$ cat src/rtl/conv_ctrl_pkg.sv
// Shared FSM state encoding and counter-width helpers for the 3x3 window controller.
// Build option: CONV_BORDER_OUT_EN (consumed by conv_window_ctrl).
package conv_ctrl_pkg;

    typedef enum logic [1:0] {
        IDLE = 2'd0,
        FILL = 2'd1,
        RUN  = 2'd2,
        DONE = 2'd3
    } state_t;

    function automatic int col_w(input int row_length);
        return (row_length > 1) ? $clog2(row_length) : 1;
    endfunction

    function automatic int row_w(input int frame_rows);
        return (frame_rows > 1) ? $clog2(frame_rows) : 1;
    endfunction

    // Drain counter has to reach PIPE_LAT, so it needs room for PIPE_LAT+1 values.
    function automatic int drain_w(input int pipe_lat);
        return (pipe_lat > 0) ? $clog2(pipe_lat + 1) : 1;
    endfunction

endpackage

$ cat src/rtl/conv_valid_pipe.sv
// Fixed-depth delay line for {valid, border, x, y}; latency DEPTH cycles, always shifts.
// No backpressure: entries emerge on schedule regardless of upstream gaps.
module conv_valid_pipe #(
    parameter int DEPTH = 2,
    parameter int W     = 8
) (
    input  logic         i_clk,
    input  logic         i_rst,
    input  logic [W-1:0] i_dat,
    output logic [W-1:0] o_dat
);

    logic [W-1:0] r_stage [DEPTH];

    always_ff @(posedge i_clk or posedge i_rst) begin
        if (i_rst) begin
            for (int i = 0; i < DEPTH; i++) begin
                r_stage[i] <= '0;
            end
        end else begin
            r_stage[0] <= i_dat;
            for (int i = 1; i < DEPTH; i++) begin
                r_stage[i] <= r_stage[i-1];
            end
        end
    end

    assign o_dat = r_stage[DEPTH-1];

endmodule

$ cat src/rtl/conv_window_ctrl.sv
// Raster sequencer for the 3x3 conv datapath: results valid PIPE_LAT+1 cycles after accept.
// Stalls input (o_ready=0) only while draining at end of frame. Option: CONV_BORDER_OUT_EN.
module conv_window_ctrl
    import conv_ctrl_pkg::*;
#(
    parameter int ROW_LENGTH = 1280,
    parameter int FRAME_ROWS = 960,
    parameter int PIPE_LAT   = 1
) (
    input  logic                          i_clk,
    input  logic                          i_rst,
    input  logic                          i_valid,
    input  logic                          i_sof,
    output logic                          o_ready,
    output logic                          o_shift,
    output logic                          o_out_valid,
    output logic                          o_border,
    output logic [col_w(ROW_LENGTH)-1:0]  o_x,
    output logic [row_w(FRAME_ROWS)-1:0]  o_y,
    output logic                          o_frame_done,
    output logic                          o_sof_err
);

    localparam int XW = col_w(ROW_LENGTH);
    localparam int YW = row_w(FRAME_ROWS);
    localparam int DW = drain_w(PIPE_LAT);
    localparam int PW = 2 + XW + YW;

    localparam logic [XW-1:0] X_LAST = XW'(ROW_LENGTH - 1);
    localparam logic [YW-1:0] Y_LAST = YW'(FRAME_ROWS - 1);
    localparam logic [XW-1:0] X_ONE  = XW'(1);
    localparam logic [XW-1:0] X_TWO  = XW'(2);
    localparam logic [YW-1:0] Y_ONE  = YW'(1);
    localparam logic [YW-1:0] Y_TWO  = YW'(2);
    localparam logic [DW-1:0] D_LAST = DW'(PIPE_LAT);

    state_t          r_state;
    state_t          w_state_nxt;
    logic [XW-1:0]   r_col;
    logic [YW-1:0]   r_row;
    logic [DW-1:0]   r_drain;

    logic            w_accept;
    logic            w_counted;
    logic [XW-1:0]   w_c;
    logic [YW-1:0]   w_r;
    logic            w_interior;
    logic            w_ent_vld;
    logic            w_ent_border;
    logic [XW-1:0]   w_ent_x;
    logic [YW-1:0]   w_ent_y;
    logic [PW-1:0]   w_pipe_dat;
    logic            w_pipe_border;
    logic [XW-1:0]   w_pipe_x;
    logic [YW-1:0]   w_pipe_y;

    assign o_ready   = !i_rst && (r_state != DONE);
    assign w_accept  = i_valid && o_ready;
    // Outside a frame only an SOF-qualified pixel is counted; others are dropped.
    assign w_counted = w_accept && ((r_state != IDLE) || i_sof);
    assign o_shift   = w_counted;

    // SOF always restarts the raster at (0,0), including mid-frame restarts.
    assign w_c = i_sof ? '0 : r_col;
    assign w_r = i_sof ? '0 : r_row;

    always_ff @(posedge i_clk or posedge i_rst) begin
        if (i_rst) begin
            r_state <= IDLE;
        end else begin
            r_state <= w_state_nxt;
        end
    end

    always_comb begin
        w_state_nxt  = r_state;
        o_frame_done = 1'b0;
        o_sof_err    = 1'b0;
        case (r_state)
            IDLE: begin
                if (w_counted) begin
                    w_state_nxt = FILL;
                end
            end
            FILL, RUN: begin
                if (w_counted) begin
                    if (i_sof) begin
                        w_state_nxt = FILL;
                        o_sof_err   = 1'b1;
                    end else if ((r_state == FILL) && (w_r == Y_TWO) && (w_c == '0)) begin
                        w_state_nxt = RUN;
                    end else if ((r_state == RUN) && (w_r == Y_LAST) && (w_c == X_LAST)) begin
                        w_state_nxt = DONE;
                    end
                end
            end
            DONE: begin
                if (r_drain == D_LAST) begin
                    w_state_nxt  = IDLE;
                    o_frame_done = 1'b1;
                end
            end
            default: w_state_nxt = IDLE;
        endcase
    end

    always_ff @(posedge i_clk or posedge i_rst) begin
        if (i_rst) begin
            r_col   <= '0;
            r_row   <= '0;
            r_drain <= '0;
        end else begin
            if (w_counted) begin
                if (w_c == X_LAST) begin
                    r_col <= '0;
                    r_row <= (w_r == Y_LAST) ? '0 : w_r + Y_ONE;
                end else begin
                    r_col <= w_c + X_ONE;
                    r_row <= w_r;
                end
            end
            r_drain <= (r_state == DONE) ? r_drain + DW'(1) : '0;
        end
    end

    assign w_interior = (w_r >= Y_TWO) && (w_c >= X_TWO);

`ifdef CONV_BORDER_OUT_EN
    // Every counted pixel yields a window; edge centres clamp to 0.
    assign w_ent_vld    = w_counted;
    assign w_ent_border = w_counted && !w_interior;
    assign w_ent_x      = (w_counted && (w_c != '0)) ? w_c - X_ONE : '0;
    assign w_ent_y      = (w_counted && (w_r != '0)) ? w_r - Y_ONE : '0;
`else
    assign w_ent_vld    = w_counted && w_interior;
    assign w_ent_border = 1'b0;
    assign w_ent_x      = w_ent_vld ? w_c - X_ONE : '0;
    assign w_ent_y      = w_ent_vld ? w_r - Y_ONE : '0;
`endif

    conv_valid_pipe #(
        .DEPTH (PIPE_LAT + 1),
        .W     (PW)
    ) u_valid_pipe (
        .i_clk (i_clk),
        .i_rst (i_rst),
        .i_dat ({w_ent_vld, w_ent_border, w_ent_x, w_ent_y}),
        .o_dat (w_pipe_dat)
    );

    assign {o_out_valid, w_pipe_border, w_pipe_x, w_pipe_y} = w_pipe_dat;
    assign o_border = o_out_valid && w_pipe_border;
    assign o_x      = o_out_valid ? w_pipe_x : '0;
    assign o_y      = o_out_valid ? w_pipe_y : '0;

endmodule

$ cat config.mk
export PLATFORM = sky130hd
export DESIGN_NAME = conv_window_ctrl
export DESIGN_NICKNAME = d
export VERILOG_FILES = /design/src/rtl/conv_ctrl_pkg.sv /design/src/rtl/conv_valid_pipe.sv /design/src/rtl/conv_window_ctrl.sv
export SDC_FILE = /design/constraint.sdc
export NUM_CORES = 1
export LEC_CHECK = 0
export CAP_MARGIN = 10
export CORE_MARGIN = 2
export CORE_UTILIZATION = 55
export DETAILED_ROUTE_END_ITERATION = 16
export MAX_ROUTING_LAYER = met4
export PLACE_DENSITY_LB_ADDON = 0.2
export SYNTH_ARGS = -nofsm -noshare
export SYNTH_HDL_FRONTEND = slang
export SYNTH_SLANG_ARGS = --single-unit
$ cat constraint.sdc
create_clock -name i_clk -period 2.9 [get_ports i_clk]
set_input_delay 0.29 -clock i_clk [delete_from_list [all_inputs] [get_ports i_clk]]
set_output_delay 0.29 -clock i_clk [all_outputs]
set_load 0.05 [all_outputs]
==> flow_metrics.py <==
metrics = {
    "run": {
        "drv_cap": 0,
    },
    "floorplan": {
        "io_pins": 31,
        "initial_core_util_pct": 56.2,
        "die_h_um": 81.3,
        "dieWidth_um": 81.3,
        "dieArea_um2": 6620,
        "core_um2": 5850,
        "rows": 28,
    },
    "critical_path": {
        "regToRegStartpoint": "r_row[6]$_DFFE_PP0P_",
        "cp.buffers_inverters": 0,
        "reg2reg_depth": 5,
        "cp_max_fo": 22,
        "cp-start-kind": "register",
        "arrival_ns": 2.73,
        "cp.required_ns": 3.07,
        "crit_chain": "or4_4, or4b_1, or3_1, o2111ai_2, nor2_1",
        "crit_path_end": "u_valid_pipe.r_stage[24]$_DFF_PP0_",
        "crit_family": "simple AND/OR/NAND/NOR gates",
        "critPathMaxStageDelay_ns": 0.56,
        "crit_type": "reg -> reg",
        "path_depth": 5,
        "r2r_end": "u_valid_pipe.r_stage[24]$_DFF_PP0_",
        "ff2ff_setup_slack_ns": 0.34,
        "cp_slowest_cell": "or4_4",
        "end_kind": "register",
        "crit_start": "r_row[6]$_DFFE_PP0P_",
    },
    "logic_synthesis": {
        "synth_largest_area_cell": "dfrtp_1",
        "synth_top_cell_area_share_pct": 51.7,
        "ys_seq_area_share_pct": 51.7,
        "synth_compound_area_share_pct": 13.6,
        "syn_inst": 339,
        "synthAdderAreaFrac_pct": 3.04,
        "syn-num-nets": 351,
        "ys_seq_elements": 68,
        "ys_async_sr_fraction_pct": 100,
        "syn_area_um2": 3290,
        "yosys.area_share.simple_pct": 22.7,
        "synth-edff-count": 0,
        "ys.flop_type": "dfrtp_1",
        "synth.mux.area_fraction_pct": 0.609,
        "ys.warnings.count": 0,
        "synth_top_family_by_area": "simple AND/OR/NAND/NOR gates",
        "ys_top_cells_by_area": "dfrtp_1 (52%), o21ai_0 (4.3%), and2_1 (4.2%)",
        "synth-xor-area-share_pct": 3.20,
        "postSynthAreaPerCell_um2": 9.70,
        "synth_cell_type_count": 52,
    },
    "route": {
        "drt_iter0_drc": 133,
        "final_antenna_net_count": 0,
        "via_per_inst": 5.49,
        "drc": 0,
        "wl_per_cell_um": 14.0,
        "firstDrtPassIters": 4,
        "drt-total-wl_um": 6260,
        "vias": 2455,
    },
    "finish": {
        "area_growth_pct": 17.1,
        "final_cell_mix": "dfrtp_1 (68), o21ai_0 (28), nand2_1 (27), clkdlybuf4s50_1 (27), nor2_1 (23)",
        "finalNetCount": 379,
        "drive_gt1_share_pct": 9.68,
        "final_common_cell": "dfrtp_1",
        "utilization_pct": 65.8,
        "antenna_cells": 0,
    },
    "clocking": {
        "clock_sinks": 68,
        "cts_tree": "built",
        "insertion_delay_ns": 0.34,
        "postCtsHoldBufs": 0,
        "path_clk_slew_ns": 0.07,
        "numCtsBuffers": 9,
        "h-tree-depth": 3,
        "cts_setup_buffers": 0,
        "root_buffer": "clkbuf_8",
        "cts_resized": 0,
        "cts_buffer_depth": 2,
    },
    "power": {
        "power_density_nw_per_um2": 560,
        "irDropWorstVdd_v": 0.000298,
        "leakagePower_nw": 1.77,
    },
    "global_routing": {
        "grt_max_degree": 49,
        "grt_overflow": 0,
        "antenna_found_initial": 0,
        "grtUsageTotal_pct": 21.9,
        "grt_first_pass_wirelength_um": 10700,
        "grt_pass1_vias": 2235,
    },
    "worst_hold_path": {
        "min_path_type": "reg -> reg",
    },
    "timing": {
        "clock_skew_ns": 0.00891,
        "setup_viol": 0,
        "maxSlewHeadroom_pct": 36.8,
        "hold_viol_final": 0,
        "hold_ws_ns": 0.348,
        "min_period_ns": 2.56,
        "tightest_slew_ns": 0.948,
        "finalSetupTns_ns": 0,
        "period_share_pct": 88.2,
        "maxSlewViolCount": 0,
        "rsz0062_at_grt": "false",
        "max_freq_mhz": 391,
        "postLayoutSetupSlackWorst_ns": 0.342,
    },
    "placement": {
        "place_congestion": 0.882,
        "place_ws_ns": 0.247,
        "dp_hpwl_um": 4250,
        "port_buffers": 29,
    },
    "status": {
        "outcome": "complete, no violations",
    },
}
how the worst min path moves through the flow:
stage                                       startpoint                          endpoint  slack (ns)  depth (start not counted)
detailed placement  u_valid_pipe.r_stage[27]$_DFF_PP0_   u_valid_pipe.o_dat[4]$_DFF_PP0_        0.33                          0
global placement    u_valid_pipe.r_stage[25]$_DFF_PP0_   u_valid_pipe.o_dat[2]$_DFF_PP0_        0.33                          0
floorplan           u_valid_pipe.r_stage[23]$_DFF_PP0_   u_valid_pipe.o_dat[0]$_DFF_PP0_        0.33                          0
global route        u_valid_pipe.r_stage[37]$_DFF_PP0_  u_valid_pipe.o_dat[14]$_DFF_PP0_        0.35                          0
CTS                 u_valid_pipe.r_stage[41]$_DFF_PP0_  u_valid_pipe.o_dat[18]$_DFF_PP0_        0.35                          0
finish              u_valid_pipe.r_stage[31]$_DFF_PP0_   u_valid_pipe.o_dat[8]$_DFF_PP0_        0.35                          0
cell type report:
| type | instances | area, µm² |
|---|---|---|
| fillers | 466 | 2000 |
| flip-flops and latches | 68 | 1700 |
| multi-input cells | 234 | 1420 |
| repair buffers | 40 | 380 |
| clock buffers | 10 | 138 |
| well taps | 75 | 93.8 |
| clock inverters | 6 | 63.8 |
| inverters | 14 | 52.6 |
per-layer routing:
layer / routed length [µm] / up-vias / GRT usage (%)
met4: 106 / 0 / 8.31
met2: 2940 / 75 / 32.8
met5: 0 / - / -
met3: 276 / 10 / 4.00
met1: 2950 / 1142 / 29.9
li1: - / 1228 / -
Yosys cell counts (all sizes together), types with 2 or more instances:
master and instances:
a21oi 21, a31oi 4, and2 22, and3 4, buf 4, clkbuf 19
dfrtp 68, ha 8, inv 13, mux2i 2, nand2 27, nand2b 5
nand3 11, nand3b 3, nand4 3, nand4b 2, nor2 23, nor2b 11
nor3 7, nor4 7, o21ai 29, o22ai 2, o311ai 3, o31a 2
o41ai 2, or3 4, xnor2 8, xor2 4
metrics by stage:
step	std cells	area, µm²	total power [W]
after floorplan	339	3290	0.00132
after global placement	431	3650	0.00139
after detailed placement	431	3650	0.00140
after CTS	447	3850	0.00217
after global routing	447	3850	0.00227
final	447	3850	0.00216
sequential cells by signal, summed over array words and instances (netlist names):
register,count
r_col,11
r_drain,1
r_row,10
r_state,2
u_valid_pipe.o_dat,22
u_valid_pipe.r_stage,22
where the power goes:
part	internal, W	switching (W)
Combinational	0.000131	0.000187
Sequential	0.000989	0.0000789
Clock	0.000418	0.000352
logic make-up (layout without fill, tap and decap cells):
group,count (synthesis),in the layout
buffers and inverters,37,70
xor gates and xnor gates,12,12
muxes,2,2
and+or+nand+nor,137,137
AOI/OAI and AO/OA,74,74
DFF,68,68
other,1,1
adders and majority gates,8,8
(Power assumes the default switching activity.)
